File: config.mk
export PLATFORM = sky130hd
export DESIGN_NAME = snake_hit_detect
export DESIGN_NICKNAME = d
export VERILOG_FILES = /design/src/rtl/snake_hit_detect.sv
export SDC_FILE = /design/constraint.sdc
export NUM_CORES = 1
export LEC_CHECK = 0
export BUFFER_PORTS_ARGS = -buffer_cell sky130_fd_sc_hd__buf_4
export CAP_MARGIN = 20
export CORE_AREA = 8 8 106 108
export CTS_CLUSTER_SIZE = 10
export DETAILED_ROUTE_END_ITERATION = 8
export DIE_AREA = 0 0 114 116
export GPL_ROUTABILITY_DRIVEN = 0
export PLACE_DENSITY = 0.58
export SKIP_CTS_REPAIR_TIMING = 1
export SLEW_MARGIN = 20
export SYNTH_ARGS = -nofsm -noshare
export SYNTH_HDL_FRONTEND = slang
export SYNTH_SLANG_ARGS = --single-unit
File: constraint.sdc
create_clock -name CLK -period 2.25 [get_ports CLK]
set_input_delay 0.45 -clock CLK [delete_from_list [all_inputs] [get_ports CLK]]
set_output_delay 0.45 -clock CLK [all_outputs]
set_load 0.02 [all_outputs]
File: src/rtl/snake_hit_detect.sv
// -----------------------------------------------------------------------------
// snake_hit_detect
//
// Purpose:
//   Collision / apple detector for the snake game. On each snake move the new
//   head address is captured, then compared for one cycle against the four
//   obstacle blocks, the playfield border and the current target (apple).
//   A collision latches Game_Over. An apple hit raises a one-cycle
//   Reached_Target request for the target generator, bumps the BCD score and
//   grows the snake, with the length saturating at MAX_LEN.
//
//   Address format: [14:7] = x (8 bits), [6:0] = y (7 bits).
//
// Configuration macro:
//   WALL_COLLIDE_EN - when defined, a head on or beyond the border
//                     (x==0, x>=X_MAX, y==0, y>=Y_MAX) is a collision.
//                     When undefined, only the blocks end the game and the
//                     movement logic upstream is expected to wrap.
//
// Ports:
//   CLK             in   1   system clock
//   RESET           in   1   synchronous active-high reset
//   Restart         in   1   synchronous active-high game restart
//   Move_Tick       in   1   pulse: Head_Address has just updated
//   Head_Address    in   15  snake head {x,y}
//   Target_Address  in   15  current apple position
//   Block_Address1  in   15  obstacle 1
//   Block_Address2  in   15  obstacle 2
//   Block_Address3  in   15  obstacle 3
//   Block_Address4  in   15  obstacle 4
//   Reached_Target  out  1   one-cycle pulse: apple eaten
//   Game_Over       out  1   sticky collision flag
//   Score           out  16  4-digit BCD score, digit 3 in [15:12]
//   Snake_Length    out  6   current snake length
// -----------------------------------------------------------------------------
module snake_hit_detect #(
  parameter int INIT_LEN = 3,
  parameter int MAX_LEN  = 32,
  parameter int X_MAX    = 159,
  parameter int Y_MAX    = 119
) (
  input  logic        CLK,
  input  logic        RESET,
  input  logic        Restart,
  input  logic        Move_Tick,
  input  logic [14:0] Head_Address,
  input  logic [14:0] Target_Address,
  input  logic [14:0] Block_Address1,
  input  logic [14:0] Block_Address2,
  input  logic [14:0] Block_Address3,
  input  logic [14:0] Block_Address4,
  output logic        Reached_Target,
  output logic        Game_Over,
  output logic [15:0] Score,
  output logic [5:0]  Snake_Length
);

  // FSM encoding
  localparam logic [1:0] ST_RUN   = 2'd0;
  localparam logic [1:0] ST_CHECK = 2'd1;
  localparam logic [1:0] ST_OVER  = 2'd2;

  // Parameters narrowed to the widths they are compared against
  localparam logic [5:0] INIT_LEN_C = INIT_LEN[5:0];
  localparam logic [5:0] MAX_LEN_C  = MAX_LEN[5:0];
  localparam logic [7:0] X_MAX_C    = X_MAX[7:0];
  localparam logic [6:0] Y_MAX_C    = Y_MAX[6:0];

`ifdef WALL_COLLIDE_EN
  localparam logic WALL_EN_C = 1'b1;
`else
  localparam logic WALL_EN_C = 1'b0;
`endif

  // ---------------------------------------------------------------------------
  // Helper functions
  // ---------------------------------------------------------------------------

  // Add one to a 4-digit BCD value. Each digit wraps 9->0 and carries into the
  // next; 9999 wraps to 0000. A digit already above 9 is treated as 9 so a
  // corrupted value still recovers to legal BCD.
  function automatic logic [15:0] bcd_inc(input logic [15:0] val);
    logic [15:0] res;
    logic        carry;
    res   = val;
    carry = 1'b1;
    for (int i = 0; i < 4; i++) begin
      if (carry) begin
        if (res[i*4 +: 4] >= 4'd9) begin
          res[i*4 +: 4] = 4'd0;
          carry         = 1'b1;
        end else begin
          res[i*4 +: 4] = res[i*4 +: 4] + 4'd1;
          carry         = 1'b0;
        end
      end else begin
        carry = 1'b0;
      end
    end
    return res;
  endfunction

  // Length grows by one per apple but never beyond MAX_LEN.
  function automatic logic [5:0] len_inc(input logic [5:0] len);
    logic [5:0] res;
    if (len >= MAX_LEN_C) begin
      res = MAX_LEN_C;
    end else begin
      res = len + 6'd1;
    end
    return res;
  endfunction

  // True when the address lies on or outside the playable border.
  function automatic logic is_border(input logic [14:0] addr);
    logic [7:0] x;
    logic [6:0] y;
    x = addr[14:7];
    y = addr[6:0];
    return (x == 8'd0) || (x >= X_MAX_C) || (y == 7'd0) || (y >= Y_MAX_C);
  endfunction

  // ---------------------------------------------------------------------------
  // State
  // ---------------------------------------------------------------------------
  logic [1:0]  state_q,     state_d;
  logic [14:0] head_q,      head_d;
  logic        reached_q,   reached_d;
  logic        game_over_q, game_over_d;
  logic [15:0] score_q,     score_d;
  logic [5:0]  len_q,       len_d;

  logic block_hit_s;
  logic border_hit_s;
  logic collide_s;
  logic target_hit_s;

  // Compare the captured head against obstacles, border and apple.
  always_comb begin
    block_hit_s  = (head_q == Block_Address1) || (head_q == Block_Address2) ||
                   (head_q == Block_Address3) || (head_q == Block_Address4);
    border_hit_s = is_border(head_q);
    collide_s    = block_hit_s || (WALL_EN_C && border_hit_s);
    target_hit_s = (head_q == Target_Address);
  end

  // Next-state and next-output logic for the RUN/CHECK/OVER controller.
  always_comb begin
    state_d     = state_q;
    head_d      = head_q;
    reached_d   = 1'b0;            // the request never lasts more than one cycle
    game_over_d = game_over_q;
    score_d     = score_q;
    len_d       = len_q;

    case (state_q)
      ST_RUN: begin
        if (Move_Tick) begin
          head_d  = Head_Address;
          state_d = ST_CHECK;
        end else begin
          state_d = ST_RUN;
        end
      end

      ST_CHECK: begin
        // Collision outranks an apple sitting on the same square.
        if (collide_s) begin
          game_over_d = 1'b1;
          state_d     = ST_OVER;
        end else if (target_hit_s) begin
          reached_d = 1'b1;
          score_d   = bcd_inc(score_q);
          len_d     = len_inc(len_q);
          state_d   = ST_RUN;
        end else begin
          state_d = ST_RUN;
        end
      end

      ST_OVER: begin
        // Terminal until RESET or Restart.
        state_d = ST_OVER;
      end

      default: begin
        state_d = ST_RUN;
      end
    endcase
  end

  // Registers with synchronous reset; RESET and Restart both start a new game.
  always_ff @(posedge CLK) begin
    if (RESET || Restart) begin
      state_q     <= ST_RUN;
      head_q      <= 15'd0;
      reached_q   <= 1'b0;
      game_over_q <= 1'b0;
      score_q     <= 16'h0000;
      len_q       <= INIT_LEN_C;
    end else begin
      state_q     <= state_d;
      head_q      <= head_d;
      reached_q   <= reached_d;
      game_over_q <= game_over_d;
      score_q     <= score_d;
      len_q       <= len_d;
    end
  end

  assign Reached_Target = reached_q;
  assign Game_Over      = game_over_q;
  assign Score          = score_q;
  assign Snake_Length   = len_q;

endmodule

=== Word level (Yosys, flattened, before mapping) ===
Index checks and enable logic that the tools add are counted.

* Add/subtract/negate cells: 5
* Multiply operators: 0
* Divide/modulo/power cells: 0
* Order comparisons: 5
* Eq/ne operators: 7
* Shifts and indexed selects: 0
* Multiplexer cells: 23
* Bitwise operators: 2
* Reductions and logical operators: 12

{| class="wikitable"
|+ Operators by type and width
! cell !! number
|-
| $eq 15x15->1 || 5
|-
| $add 4x1->4 const B || 4
|-
| $ge 4x4->1 const B || 4
|-
| $mux 1 || 16
|-
| $mux 4 || 4
|-
| $reduce_and 4->1 || 3
|-
| $add 6x1->6 const B || 1
|-
| $ge 6x6->1 const B || 1
|-
| $mux 6 || 1
|-
| $pmux 2 s3 || 1
|-
| $logic_or 1x1->1 || 4
|-
| $reduce_and 2->1 || 2
|-
| $reduce_and 3->1 || 1
|-
| $reduce_or 3->1 || 1
|-
| $eq 2x1->1 const B || 1
|-
| $eq 2x2->1 const B || 1
|-
| $logic_not 2->1 || 1
|-
| $mux 2 || 1
|-
| $not 1->1 || 2
|}

* Flip-flop bits (word level): 41
* Latch bits: 0
* RAM bits: 0
* Bits in read-only memories: 0
* Input bits: 94
* Output and inout bits: 24
* Logic and storage cells: 63
* Memories: 0

=== Longest topological paths before layout ===
* Depth after elaboration: 15
* Gate-level depth with buffers: 9
* Depth with buffers taken out: 9

=== Worst setup path after synthesis ===
Ideal clock, no wire load.

* Path type: reg2reg
* From: reg score_q[0] (netlist: Score[0])
* To: reg score_q[15] (netlist: Score[15])
* Library setup time: 86 ps
* Arrival time: 1,932 ps
* Required time: 2,164 ps
* Slack: 232 ps
* Cell stages (with the launch flop): 7
* Buffers on the path: 0
* Period minus slack after synthesis: 2,018 ps
* Cells stage by stage: dfxtp_1 > inv_1 > ha_1 > a21boi_1 > nand4_2 > or3_1 > a221oi_2

* Longest elaborated chain between the ends: 14

{| class="wikitable"
|+ Ends and longest elaborated chain
! what !! RTL line !! source
|-
| start: declaration || 130 || <nowiki>logic [15:0] score_q, score_d;</nowiki>
|-
| start signal: assignment || 206 || <nowiki>score_q <= score_d;</nowiki>
|-
| $ge 4x4->1 || 89 || <nowiki>if (res[i*4 +: 4] >= 4'd9) begin</nowiki>
|-
| $mux 1 || 89 ||
|-
| $mux 1 || 171 || <nowiki>end else if (target_hit_s) begin</nowiki>
|-
| $mux 1 || 168 || <nowiki>if (collide_s) begin</nowiki>
|-
| $mux 1 || 156 || <nowiki>case (state_q)</nowiki>
|-
| $mux 1 || 88 || <nowiki>if (carry) begin</nowiki>
|-
| $mux 1 || 171 ||
|-
| $mux 1 || 168 ||
|-
| $mux 1 || 156 ||
|-
| $mux 1 || 88 ||
|-
| $mux 1 || 171 ||
|-
| $mux 1 || 168 ||
|-
| $mux 1 || 156 ||
|-
| $reduce_and 4->1 (no line) || n/a ||
|}

Every way passes these cells. The select of a mux whose other input is x is not followed.
A chain may end at the register's enable or synchronous reset.

=== Worst setup path in the final report ===
* From: reg head_q[11]
* To: reg score_q[15] (netlist: Score[15])

* Longest elaborated chain between the ends: 6
* Elaborated cells on any way between the ends: 10
* Classes of those cells: eq/ne (5); bitwise (1); reduce/logical (4)

{| class="wikitable"
|+ Ends and longest elaborated chain
! what !! RTL line !! source
|-
| start: declaration || 127 || <nowiki>logic [14:0] head_q, head_d;</nowiki>
|-
| start signal: assignment || 196 || <nowiki>head_q <= 15'd0;</nowiki>
|-
| start signal: assignment || 203 || <nowiki>head_q <= head_d;</nowiki>
|-
| $eq 15x15->1 || 140 || <nowiki>block_hit_s = (head_q == Block_Address1) || (head_q == Block_Address2) ||</nowiki>
|-
| $logic_or 1x1->1 (2 in series) || 140 ||
|-
| $logic_or 1x1->1 || 141 || <nowiki>(head_q == Block_Address3) || (head_q == Block_Address4);</nowiki>
|-
| $not 1->1 (no line) || n/a ||
|-
| $reduce_and 4->1 (no line) * || n/a ||
|}

Mark *: on every way between the ends. The rest lies on a longest branch, timed or not.

==> results.md <==
* Status: finished clean
* Worst Path Buf+Inv at 2
* Worst setup SP type: flip-flop
* Count of input and output buffers at around 120
* Final setup fails at 0
* Cells after synthesis at ~350
* Final Hold Fails at 0
* Largest net degree at the start of global routing at 32
* Antenna viol nets, final at 0
* Gr usage total at 0.148
* Synthesized area at 0.00295 sq mm
* Net Count, Synth at approximately 460
* Detailed-route via count at 3,008
* Share of the core filled with cells at 0.498
* Die W at between 100 and 150 microns
* Max VDD drop at between 0.0002 and 0.00025 V
* Max Cap Viol at 0
* Crit. End Element: flip-flop
* Register area share after synthesis at 0.278
* Worst hold slack at around 0.39 ns
* Synth Flop Type: dfxtp_1
* Max Clk Rate at ~0.45 GHz
* Worst slew pin tran at approximately 0.67 ns
* Clk_lat worst skew at between 0.2 and 0.3 ns
* CP delay by family, top: simple AND/OR/NAND/NOR gates
* Register Area at ~850 sq um
* Bufs on Longest Clock Path at 2
* Pwr Density at around 370 mW/mm^2
* Vias in the first global route at around 2,900
* Unrepaired setup endpoints after global routing: yes
* Initial core utilization at 0.309
* CP Class: flip-flop to flip-flop
* Hold/Removal Path Class: input pin to flip-flop
* EDFF count, synth at 0
* Drt wl/cell at around 17 microns
* CTS root buffer: clkbuf_8
* WL final at ~11,000 microns
* TritonCTS clock tree: built
* Worst-path maximum fanout at 6
* Die H at between 100 and 150 microns
* Final Critical Period at approximately 2.2 ns
* Clk pin slew, worst setup/hold paths at 0.08 ns
* Final Cycle Share at 0.982
* Critical Path RT at 2.45 ns
* Num CTS Buffers at 5
* Yosys warns at 0
* P_leak at between 0.0015 and 0.002 uW
* CP max-delay cell: or3_4
* # diodes at 0
* Rel. slew slack at 0.553
* # IOs at around 120
* Antenna violations before repair at 0
* Total gr overflow at 0
* Post-Syn Area per Cell at 8.34 sq um
* Distinct cells, synth at 46
* Hpwl dp at 8050 microns
* Drt first pass iters at 4
* Slew Viols, Final at 0
* First-pass GRT wire length at ~15,000 microns
* Multi-input logic area at approximately 0.0023 sq mm
* 1st-iter DRT viols at between 150 and 200
* CORE AREA at approximately 0.0095 sq mm
* Die area at 0.0132 sq mm
* Slowest cell delay on critical path at about 0.43 ns
* Worst-path cell chain: buf_12, xnor2_2, nand4_1, nor4_4, buf_6, nand4_4, or3_4, a221oi_2
* Vias per Instance at 4.78
* Nets at about 600
* Clock skew at about 0.0099 ns
* Share of layout cells above drive strength 1 at 0.444
* Syn-to-layout area delta at 61.0%
* Clock sinks at approximately 40
* Crit path DAT at about 2.4 ns
* Rows at 36
* Placed Cells at 614
* Async SR Flop Fraction at 0
* Htree depth at 2
* Number of remaining DRC errors at 0
* Non-Filler Instances at about 630
* Filler Cells Inserted at between 900 and 1,000
* Yosys reg bits at 41
cells in the final DEF, fill, tap and decap left out, types with 4 or more instances in the layout:
master,netlist,final
nand3_1,9,8
buf_6,3,5
xor2_1,22,17
dfxtp_1,41,28
nor2_1,14,14
inv_1,14,14
xnor2_4,0,12
nor3_1,4,4
o21ai_0,4,4
nor4_2,0,6
ha_1,14,14
a21oi_1,26,24
xor2_2,0,5
buf_4,12,147
clkbuf_8,0,5
dfxtp_2,0,9
o21ai_1,4,4
or4_1,4,4
o21a_1,4,4
buf_12,0,7
dfxtp_4,0,4
nand2_1,50,50
xnor2_1,45,38
nand4_1,17,17
path summary, 6_finish.rpt:
kind	slack, ns	from	end	cells past startpoint
worst min-delay path	0.39	Head_Address[7]	head_q[7]	3
worst min register to register	0.46	head_q[14]	head_q[14]	2
worst max register to register	0.04	head_q[11]	Score[15]	8
worst max-delay path	0.04	head_q[11]	Score[15]	8
stage by stage:
step | setup TNS [ns] | setup slack (ns) | instance area, sq um | power (uW)
2_1_floorplan | 0 | 0.232 | 2950 | 925
3_3_place_gp | -1.14 | -0.149 | 4200 | 1130
3_5_place_dp | -2.41 | -0.262 | 4200 | 1140
4_1_cts | -1.81 | -0.214 | 4300 | 1710
5_1_grt | -0.220 | -0.0421 | 4750 | 1850
6_report | 0 | 0.0395 | 4750 | 1760
state kept, by name (all words and copies together), names as in the netlist:
signal          count
Snake_Length        6
head_q             15
state_q             2
Score              16
Reached_Target      1
Game_Over           1
where the power goes:
group / internal (uW) / switching (uW) / total (uW)
logic: 258 / 182 / 440
registers: 732 / 13.4 / 746
clock network: 323 / 253 / 575
per-layer routing:
layer | track usage | wire length (microns)
met1 | 0.175 | 4400
met2 | 0.245 | 4730
met3 | 0.0495 | 964
met4 | 0.0506 | 433
met5 | 0 | 0
tightest hold or removal path, cell delays in order:
cell,delay [ns]
buf_4,0.11
nand2_1,0.04
a21oi_1,0.05
synth_stat cells (2+ instances only):
library cell  count  area, sq um
nand2_1          50          188
xnor2_1          45          394
dfxtp_1          41          821
a21oi_1          26          130
xor2_1           22          193
nand4_1          17          106
ha_1             14          175
inv_1            14         52.6
nor2_1           14         52.6
buf_4            12         90.1
nor4_1           10         62.6
clkbuf_1          9         33.8
nand3_1           9         45.0
xnor2_2           8          130
a31oi_1           4         25.0
nor3_1            4         20.0
o21a_1            4         30.0
o21ai_0           4         20.0
o21ai_1           4         20.0
or3_1             4         25.0
or4_1             4         30.0
buf_6             3         33.8
nor2b_1           3         18.8
or4b_1            3         30.0
mux2i_1           2         20.0
nand4_2           2         25.0
nor3b_1           2         15.0
o22ai_1           2         12.5
cells by family (layout without fill, tap and decap cells):
family	Yosys count	in the layout	synth area share
flops	41	41	0.278
buf+inv	40	181	0.0742
xor+xnor	75	75	0.243
mux	2	2	0.00678
compound gates	54	54	0.110
fa+ha+maj	14	14	0.0593
simple gates	128	129	0.228
final cells by class:
cell class,instances,share of cell area
Timing Repair Buffer,160,0.275
Sequential cell,41,0.178
Multi-Input combinational cell,274,0.479
Inverter,14,0.0111
Clock inverter,2,0.00737
Tap cell,133,0.0350
Clock buffer,5,0.0145
(Power assumes the default switching activity.)
